--- config.mk ---
export PLATFORM = sky130hd
export DESIGN_NAME = riscv_cfg_loader
export DESIGN_NICKNAME = d
export VERILOG_FILES = /design/src/rtl/riscv_cfg_loader.sv
export SDC_FILE = /design/constraint.sdc
export NUM_CORES = 1
export LEC_CHECK = 0
export CORE_MARGIN = 4
export CORE_UTILIZATION = 61
export CTS_CLUSTER_SIZE = 30
export DETAILED_ROUTE_END_ITERATION = 16
export DONT_BUFFER_PORTS = 1
export PLACE_DENSITY = 0.77
export SYNTH_ARGS = -nofsm -noshare
export SYNTH_HDL_FRONTEND = slang
export SYNTH_SLANG_ARGS = --single-unit
--- constraint.sdc ---
create_clock -name clk_i -period 3.15 [get_ports clk_i]
set_clock_uncertainty 0.1 [all_clocks]
set_input_delay 0.315 -clock clk_i [delete_from_list [all_inputs] [get_ports clk_i]]
set_output_delay 0.315 -clock clk_i [all_outputs]
set_load 0.01 [all_outputs]
--- src/rtl/riscv_cfg_loader.sv ---
// Shadow/active configuration loader for the OoO engine and branch predictor.
// Fields are written into a shadow set, checked one per cycle, then published atomically.
module riscv_cfg_loader #(
   parameter int FIELD_W    = 16,
   parameter int NUM_FIELDS = 14
) (
   input  logic                          clk_i,
   input  logic                          rst_ni,
   input  logic                          wr_valid_i,
   output logic                          wr_ready_o,
   input  logic [3:0]                    wr_addr_i,
   input  logic [FIELD_W-1:0]            wr_data_i,
   input  logic                          commit_i,
   output logic                          busy_o,
   output logic                          done_o,
   output logic                          error_o,
   output logic [3:0]                    err_field_o,
   output logic                          cfg_valid_o,
   output logic [NUM_FIELDS*FIELD_W-1:0] cfg_o,
   output logic [1:0]                    dbg_state_o
);

   typedef enum logic [1:0] {
      S_IDLE   = 2'd0,
      S_CHECK  = 2'd1,
      S_COMMIT = 2'd2
   } state_e;

   localparam logic [3:0]         LAST_IDX   = 4'(NUM_FIELDS - 1);
   localparam logic [FIELD_W-1:0] TYPE_LIMIT = FIELD_W'(4);

   state_e             state_q;
   logic [3:0]         idx_q;
   logic [3:0]         idx_d;
   logic               done_q;
   logic               error_q;
   logic [3:0]         err_field_q;
   logic               cfg_valid_q;
   logic [FIELD_W-1:0] shadow_q [NUM_FIELDS];
   logic [FIELD_W-1:0] active_q [NUM_FIELDS];
   logic [FIELD_W-1:0] cur_field;
   logic               field_ok;

   // Write handshake: a write is taken on any edge where wr_valid_i && wr_ready_o;
   // wr_ready_o is high only in IDLE, and out-of-range addresses are taken but dropped.
   assign wr_ready_o  = (state_q == S_IDLE);
   assign busy_o      = (state_q != S_IDLE);
   assign dbg_state_o = state_q;

   assign idx_d     = idx_q + 4'd1;
   assign cur_field = shadow_q[idx_q];
   // The last field is the predictor type selector; every other field is a nonzero size.
   assign field_ok  = (idx_q == LAST_IDX) ? (cur_field < TYPE_LIMIT) : (cur_field != '0);

   always_ff @(posedge clk_i or negedge rst_ni) begin
      if (!rst_ni) begin
         state_q     <= S_IDLE;
         idx_q       <= '0;
         done_q      <= 1'b0;
         error_q     <= 1'b0;
         err_field_q <= '0;
         cfg_valid_q <= 1'b0;
         for (int k = 0; k < NUM_FIELDS; k++) begin
            shadow_q[k] <= '0;
            active_q[k] <= '0;
         end
      end else begin
         done_q <= 1'b0;
         unique case (state_q)
            S_IDLE: begin
               if (wr_valid_i && (wr_addr_i <= LAST_IDX)) begin
                  shadow_q[wr_addr_i] <= wr_data_i;
               end
               if (commit_i) begin
                  state_q     <= S_CHECK;
                  idx_q       <= '0;
                  error_q     <= 1'b0;
                  err_field_q <= '0;
               end
            end
            S_CHECK: begin
               if (!field_ok) begin
                  error_q     <= 1'b1;
                  err_field_q <= idx_q;
                  done_q      <= 1'b1;
                  state_q     <= S_IDLE;
               end else if (idx_q == LAST_IDX) begin
                  state_q <= S_COMMIT;
               end else begin
                  idx_q <= idx_d;
               end
            end
            S_COMMIT: begin
               for (int k = 0; k < NUM_FIELDS; k++) begin
                  active_q[k] <= shadow_q[k];
               end
               cfg_valid_q <= 1'b1;
               done_q      <= 1'b1;
               state_q     <= S_IDLE;
            end
            default: state_q <= S_IDLE;
         endcase
      end
   end

   assign done_o      = done_q;
   assign error_o     = error_q;
   assign err_field_o = err_field_q;
   assign cfg_valid_o = cfg_valid_q;

   always_comb begin
      cfg_o = '0;
      for (int k = 0; k < NUM_FIELDS; k++) begin
         cfg_o[k*FIELD_W +: FIELD_W] = active_q[k];
      end
   end

endmodule

-- After elaboration in Yosys (flattened, before gate mapping)
Cells that the tools add are included.
- flip-flop bits (word level): 461
- input bits: 24
- output and inout port bits: 235
- add/subtract/negate cells: 1
- bitwise logic cells: 2
- reduce and logical (&&, ||, !) cells: 10
- equal/unequal tests: 8
- magnitude comparators: 5
- multiplexer cells: 22
- operators by type and width (operator ; count):
    $bwmux W224 ; 1
    $bmux W16 S4 ; 1
    $demux W16 S4 ; 1
    $mux W16 ; 3
    $lt A16 B3 Y1 const B ; 1
    $mux W4 ; 4
    $pmux W4 S2 ; 2
    $reduce_bool A16 Y1 ; 1
    $ge A5 B5 Y1 const B ; 2
    $not A4 Y5 ; 2
    $mux W2 ; 3
    $ne A2 B2 Y1 const B ; 3
    $lt A5 B1 Y1 const B ; 1
    $add A4 B1 Y4 const B ; 1
    $eq A4 B4 Y1 const B ; 1
    $le A4 B4 Y1 const B ; 1
    $mux W1 ; 4
    $pmux W1 S2 ; 2
    $pmux W2 S2 ; 1
    $reduce_and A2 Y1 ; 2
    $reduce_and A4 Y1 ; 1
    $reduce_bool A2 Y1 ; 2
    $ne A3 B3 Y1 const B ; 1
    $reduce_and A3 Y1 ; 1
    5 further kinds ; 6

-- Longest topological paths before layout
Gate-level depths: netlist (run 1).
- depth after elaboration: 8
- depth in mapped cells: 10

-- Worst setup path before layout (run 1)
OpenSTA, ideal clock, no wires.
- path kind: register to register
- start: register state_q[0], in the netlist dbg_state_o[0]
- end: register shadow_q[172] (netlist bit)
- cell stages (with the launch flop): 8
- data arrival time: 2.514 ns
- path slack: 0.411 ns
- setup time: 0.125 ns
- period minus slack after synthesis: 2.739 ns
- cells stage by stage: dfrtp_1 > inv_1 > ha_1 > buf_4 > nand2_1 > nor4_1 > clkbuf_1 > mux2_2
- word-level cells in the longest chain between the ends: 2
- ends and longest elaborated chain (what ; line ; text):
    from (decl) ; 32 ; state_e state_q;
    from (signal assigned) ; 57 ; state_q <= S_IDLE;
    from (signal assigned) ; 75 ; state_q <= S_CHECK;
    from (signal assigned) ; 86 ; state_q <= S_IDLE;
    $logic_not A2 Y1 ; -- ;
    via wr_ready_o ; 10 ; output logic wr_ready_o,
    $reduce_and A2 Y1 (no line) ; -- ;
    to (signal, indexed assignment) ; 72 ; shadow_q[wr_addr_i] <= wr_data_i;
    to (decl) ; 39 ; logic [FIELD_W-1:0] shadow_q [NUM_FIELDS];
The timed path passes the listed nets, and every way through them passes these cells.
A chain may end at the register's enable or synchronous reset.

-- Worst setup path in the final report (run 1)
- start: register shadow_q[76] (netlist bit)
- end: register idx_q[0]
- word-level cells in the longest chain between the ends: 7
- elaborated cells between the ends (all ways): 8
- those cells by class: order compare (1); eq/ne (1); mux (4); reduce/logical (2)
- ends and longest elaborated chain (what ; line ; text):
    $bmux W16 S4 * ; 51 ; assign cur_field = shadow_q[idx_q];
    $mux W16 (not written as such) * (2 in a row) ; 51 ;
    $lt A16 B3 Y1 or $reduce_bool A16 Y1 (tied branches) ; 53 ; assign field_ok = (idx_q == LAST_IDX) ? (cur_field < TYPE_LIMIT) : (cur_field != '0);
    $mux W1 * ; 53 ;
    $ne A2 B2 Y1 (no line) * ; -- ;
    $reduce_and A4 Y1 (no line) * ; -- ;
    to (signal assigned) ; 90 ; idx_q <= idx_d;
    to (decl) ; 33 ; logic [3:0] idx_q;
Every way passes the cells marked *; elsewhere a longest branch is shown, timed or not. The select of a mux whose other input is x is not followed.

==> results of run 1 <==
## routing by layer
layer / up-vias / part of all wire (%) / global-route usage [%]
met5: - / 0 / 0
met4: 0 / 1.8 / 6.00
met3: 55 / 8.8 / 8.53
met2: 344 / 47 / 43.6
met1: 5636 / 42 / 38.8
li1: 4457 / - / -
## registers in the layout, summed over array words and instances (netlist names)
register,flops
shadow_q,224
error_o,1
dbg_state_o,2
done_o,1
err_field_o,4
cfg_valid_o,1
idx_q,4
cfg_o,224
## synthesized netlist by cell type, drive strengths merged, types with 4 or more instances
library cell | instances | area [um2]
o211ai | 4 | 30.0
a211oi | 11 | 95.1
a22oi | 4 | 30.0
a21oi | 13 | 65.1
buf | 16 | 76.3
a31oi | 4 | 25.0
o21ai | 7 | 38.8
nand2b | 5 | 31.3
nor3 | 25 | 125
nor4 | 35 | 219
dfrtp | 461 | 11500
nor2 | 35 | 134
nand3 | 12 | 72.6
ha | 5 | 62.6
mux2 | 448 | 5040
nand2 | 23 | 86.3
clkbuf | 54 | 243
inv | 9 | 33.8
or4 | 6 | 45.0
## power by group through the flow
stage	combinational, W	sequential [W]	clock (W)
2_1_floorplan	0.00208	0.00792	0
3_3_place_gp	0.00266	0.00825	0
3_5_place_dp	0.00274	0.00832	0
4_1_cts	0.00286	0.00823	0.00557
5_1_grt	0.00310	0.00841	0.00584
6_report	0.00287	0.00825	0.00550
## metrics by stage
step	util, %	cells
after floorplan	-	1220
after global placement	63.4	1568
after detailed placement	63.4	1568
after CTS	69.2	1665
after global routing	69.2	1666
final	69.2	1667
## worst max-delay path, delay by kind of cell, from the launching register on
family / cells / cell delay (ns)
AO/OA/AOI/OAI: 4 / 1.08
flip-flops: 1 / 0.38
AND/OR/NAND/NOR: 4 / 1.31
## cell type report
cell class                      instances  area [um2]  area share (%)
Antenna cell                            2        5.00          0.0244
Clock buffer                           68        1370            6.69
Clock inverter                         12         160           0.781
Inverter                                9        33.8           0.165
Multi-Input combinational cell        679        6480            31.6
Sequential cell                       461       11500            56.2
Tap cell                              390         488            2.38
Timing Repair Buffer                   46         438            2.13
## kinds of logic (layout without fill, tap and decap cells)
group	after synthesis	after routing	share of synthesized area, %
AND/OR/NAND/NOR	158	158	4.60
buffers and inverters	80	135	1.98
multiplexers	449	449	27.5
flip-flops	461	461	62.8
adder cells (fa/ha/maj)	5	5	0.341
AO/OA/AOI/OAI	67	67	2.69
other	0	2	0
## path summary, 6_finish.rpt
| path | end | slack (ns) | depth (start not counted) |
|---|---|---|---|
| hold reg to reg | shadow_q[38] | 0.42 | 1 |
| setup reg to reg | idx_q[0] | 0.15 | 8 |
| max in group asynchronous | cfg_o[57] | 2.66 | 0 |
| hold / removal | cfg_o[30] | -0.62 | 0 |
| setup / recovery | idx_q[0] | 0.15 | 8 |
| min in group clk_i | idx_q[1] | 0.05 | 3 |
==> run summary, run 1 <==
Status = complete, but fails checks
Failing checks = hold timing
Power share of the combinational group = 17.3%
Num rows = 63
Die height = 181 um
Drt first pass iters = 4
Pin count of the biggest net entering global routing = 462
RSZ-0062 raised after global routing = false
Pint = 0.0120 W
Nets = 1271
First-pass GRT wire length = 69900 um
Relative slew margins = 14.1%
RePlAce Congestion = 0.893
CP max FO = 7
CP Class = register to register
Cells after synthesis = 1220
Vias in the first global route = 10852
Vias = 10492
Max IR drop VDD = 0.000492 V
Critical Path Max Stage Delay = 0.54 ns
Final HPWL DP = 29400 um
Reg power frac = 49.6%
Ys flop type = dfrtp_1
Ys async rst share = 100%
Synthesized Nets = 1249
Final instance area = 0.0205 mm2
# IOs = 259
Share of layout cells above drive strength 1 = 44.4%
WHS = -0.615 ns
CTS HTree Levels = 2
Setup ws final = 0.155 ns
Switching pwr = 0.00464 W
CTS tree = done
Overflow left after global routing = 0
Commonest cells after routing, fill and taps aside = 460 x dfrtp_1, 448 x mux2_2, 45 x clkbuf_16
FF-to-FF Start = shadow_q[76]
Leakage = 9.76 nW
Remaining antenna violation count after routing = 0
DRC violations left = 0
DR iter-0 viols = 761
Post_cts resized = 0
Initial antenna violation count = 2
Clk buf depth = 3
Most common cell after layout, fill and taps aside = dfrtp_1
EDFF count, synth = 0
Hold_buf cts = 17
Synthesized area = 0.0184 mm2
Minimum clock period = 3.00 ns
Area growth from synthesis to layout = 11.8%
Core area = 0.0296 mm2
Post-DR vias/cell = 6.29
I/O Buffers = 0
Hold Vio Cnt, Final = 461
CP startpoint kind = register
Clock latency on the worst-skew pair = 0.53 ns
Crit. Startpoint = shadow_q[76]
Count of final setup violators = 0
Part of the power in the clock network = 33.1%
Starting Density = 61.9%
CP most frequent cell = or4_1
Period utilisation layout = 95.1%
Syn avg cell area = 15.0 um2
Final Power = 0.0166 W
Min-Delay Path Class = input pin to async pin
Ys Warns = 0
CP Capture Type = register
#FFs+latches synth = 461
Cell Area, Placed = 0.0188 mm2
Final-layout fill cell count = 2029
Req. time, crit path = 3.46 ns
Count of unique library cells instantiated by Yosys = 57
# clock sinks = 461
Pwr/cell area = 810 mW/mm2
WL/cell = 27.6 um
GRT Resource Usage Total = 27.7%
F_max = 334 MHz
Arrival @ worst endpoint = 3.31 ns
Setup TNS = 0 ns
CTS Buf Count = 45
Root Buffer = clkbuf_16
Max-cap violations = 0
Slowest-stage cell, CP = or4_1
Worst Max-Slew Pin Slew = 1.28 ns
Place WS = 0.258 ns
Die X = 181 um
Postcts setup bufs = 0
Pins Over Slew Limit = 0
Sw frac = 27.9%
WL final = 46000 um
Crit path cell chain = or4_1 > or4_1 > o41ai_2 > a211oi_1 > a211oi_4 > nand3_4 > and2_4 > a221o_1
CTS clock-pin slew for the worst setup and hold paths = 0.06 ns
DIE AREA = 0.0329 mm2
Post-synthesis sequential area ratio = 62.8%
No activity file was read; power rests on OpenSTA's default activity.
==> run 2, diff against run 1 <==
CAP_MARGIN = 10   (was default)
==> results of run 2 <==
Final layout, timing and power as in run 1 (identical DEF).
==> run 3, diff against run 2 <==
CTS_CLUSTER_SIZE = 25   (was 30)
PLACE_DENSITY = 0.73   (was 0.77)
==> run 3 against run 2 <==
Effect of this change: clock power fell by 3%; flip-flop and latch count unchanged; register-to-register slack about the same; sequential power about the same; the run still ends with hold timing left; critical path type unchanged.
==> run summary, run 3 (synthesis results as in run 1) <==
Nets = 1275 (+0.31%)
Core area = 0.0296 mm2 (unchanged)
Setup ws final = 0.161 ns (+0.00672 ns)
Status = complete, but fails checks
DR iter-0 viols = 836 (+9.9%)
Pint = 0.0118 W (-1.5%)
Area growth from synthesis to layout = 11.8% (unchanged)
Vias = 10516 (+0.23%)
Failing checks = hold timing
Clock latency on the worst-skew pair = 0.54 ns (about the same)
Root Buffer = clkbuf_16
Clk buf depth = 3 (unchanged)
CP startpoint kind = register
Final Power = 0.0165 W (-0.81%)
Max IR drop VDD = 0.000552 V (+12%)
Met3 WL post-DR = 3950 um (-3.0%)
Min-Delay Path Class = input pin to async pin
Cell Area, Placed = 0.0188 mm2 (about the same)
WL final = 46500 um (+1.0%)
Initial antenna violation count = 5 (+3)
CP max FO = 12 (+5)
Met2 wire length = 22100 um (+1.4%)
Switching pwr = 0.00469 W (+1.0%)
I/O Buffers = 0 (unchanged)
DIE AREA = 0.0329 mm2 (unchanged)
CP Capture Type = register
Met1 WL = 19600 um (+1.3%)
Share of layout cells above drive strength 1 = 44.6% (+0.21 points)
CTS clock-pin slew for the worst setup and hold paths = 0.06 ns (about the same)
WHS = -0.624 ns (-0.00934 ns)
Final instance area = 0.0205 mm2 (unchanged)
Most common cell after layout, fill and taps aside = dfrtp_1
CTS HTree Levels = 2 (unchanged)
Hold Vio Cnt, Final = 461 (unchanged)
Num rows = 63 (unchanged)
Hold_buf cts = 17 (unchanged)
First-pass GRT wire length = 69900 um (about the same)
WL/cell = 27.8 um (+0.84%)
Setup TNS = 0 ns (unchanged)
Count of final setup violators = 0 (unchanged)
Overflow left after global routing = 0 (unchanged)
CTS Buf Count = 45 (unchanged)
Die X = 181 um (unchanged)
Top layer in use = met4
Die height = 181 um (unchanged)
F_max = 335 MHz (+0.22%)
Postcts setup bufs = 0 (unchanged)
Pwr/cell area = 804 mW/mm2 (-0.81%)
CP Class = register to register
Reg power frac = 50.2% (+0.6 points)
Post-DR vias/cell = 6.30 (about the same)
# clock sinks = 461 (unchanged)
CTS tree = done
Commonest cells after routing, fill and taps aside = 460 x dfrtp_1, 448 x mux2_2, 47 x clkbuf_16
Minimum clock period = 2.99 ns (-0.00672 ns)
Power share of the combinational group = 17.5% (+0.2 points)
Worst Max-Slew Pin Slew = 1.23 ns (-0.0505 ns)
Drt first pass iters = 5 (+1)
Final-layout fill cell count = 2101 (+3.5%)
Final HPWL DP = 29700 um (+1.2%)
RePlAce Congestion = 0.950 (+6.4%)
Arrival @ worst endpoint = 3.30 ns (about the same)
Req. time, crit path = 3.47 ns (about the same)
GRT Resource Usage Total = 28.0% (+0.34 points)
# IOs = 259 (unchanged)
Remaining antenna violation count after routing = 0 (unchanged)
Pin count of the biggest net entering global routing = 462 (unchanged)
Sw frac = 28.4% (+0.51 points)
Relative slew margins = 17.5% (+3.4 points)
Pins Over Slew Limit = 0 (unchanged)
Leakage = 9.76 nW (about the same)
Max-cap violations = 0 (unchanged)
Period utilisation layout = 94.9% (-0.21 points)
Part of the power in the clock network = 32.3% (-0.8 points)
RSZ-0062 raised after global routing = false
Vias in the first global route = 10738 (-1.1%)
Fin util = 69.2% (unchanged)
DRC violations left = 0 (unchanged)
Starting Density = 61.9% (unchanged)
Place WS = 0.180 ns (-0.0784 ns)
==> run 3: cell count changes in the layout (fill, tap and decap cells not counted), sizes merged <==
| cell | previous run | this run |
|---|---|---|
| dlygate4sd3 | 17 | 14 |
| clkinv | 8 | 7 |
| buf | 29 | 36 |
| inv | 9 | 11 |
| bufinv | 4 | 2 |
==> run 3: power groups by stage <==
| stage | clock (W) | combinational [W] | sequential (W) |
|---|---|---|---|
| 6_report | 0.00533 | 0.00289 | 0.00828 |
| 5_1_grt | 0.00566 | 0.00312 | 0.00843 |
| 4_1_cts | 0.00541 | 0.00288 | 0.00824 |
| 3_5_place_dp | 0 | 0.00275 | 0.00835 |
| 3_3_place_gp | 0 | 0.00269 | 0.00829 |
| 2_1_floorplan | 0 | 0.00208 | 0.00792 |
==> run 3: final timing paths <==
check | startpoint | endpoint | slack, ns | cells after the start
worst max-delay path | idx_q[1] | idx_q[0] | 0.16 | 10
worst min-delay path | rst_ni | cfg_o[29] | -0.62 | 0
worst max register to register | idx_q[1] | idx_q[0] | 0.16 | 10
worst min register to register | shadow_q[76] | cfg_o[156] | 0.42 | 1
max in group asynchronous | rst_ni | cfg_o[170] | 2.74 | 0
min in group clk_i | wr_data_i[12] | shadow_q[12] | 0.04 | 2
==> run 3: timing repair <==
action | 4_1_cts | 5_1_grt
endpoints found under the hold margin | 688 | 461
gates resized for setup | 0 | 1
endpoints found under the setup margin | 0 | 4
==> run 3: metrics by stage <==
step                      std cells  hold slack (ns)
after floorplan                1220          -0.0806
after global placement         1572          -0.0637
after detailed placement       1572          -0.0661
after CTS                      1668           -0.641
after global routing           1670           -0.650
final                          1670           -0.624
==> run 3: layer usage <==
layer  global-route usage (%)  vias up
li1                         -     4503
met1                     39.0     5628
met2                     44.2      330
met3                     8.85       55
met4                     6.03        0
met5                        0        -
==> run 3: layout make-up <==
class | instances | area, um2 | share of cell area (%)
Sequential cell | 461 | 11500 | 56.2
Multi-Input combinational cell | 679 | 6490 | 31.6
Clock buffer | 68 | 1370 | 6.65
Tap cell | 390 | 488 | 2.38
Timing Repair Buffer | 50 | 485 | 2.37
Clock inverter | 11 | 113 | 0.549
Inverter | 9 | 33.8 | 0.165
Antenna cell | 2 | 5.00 | 0.0244
==> run 3: worst max-delay path, stage by stage, from the launching register on <==
cell and delay [ns]:
dfrtp_1 0.37, buf_4 0.18, nand2b_1 0.28, o32ai_1 0.36, nor4_1 0.11, a31oi_1 0.29
nor2_2 0.11, a21boi_0 0.51, buf_4 0.23, a21oi_1 0.07, a221o_1 0.26
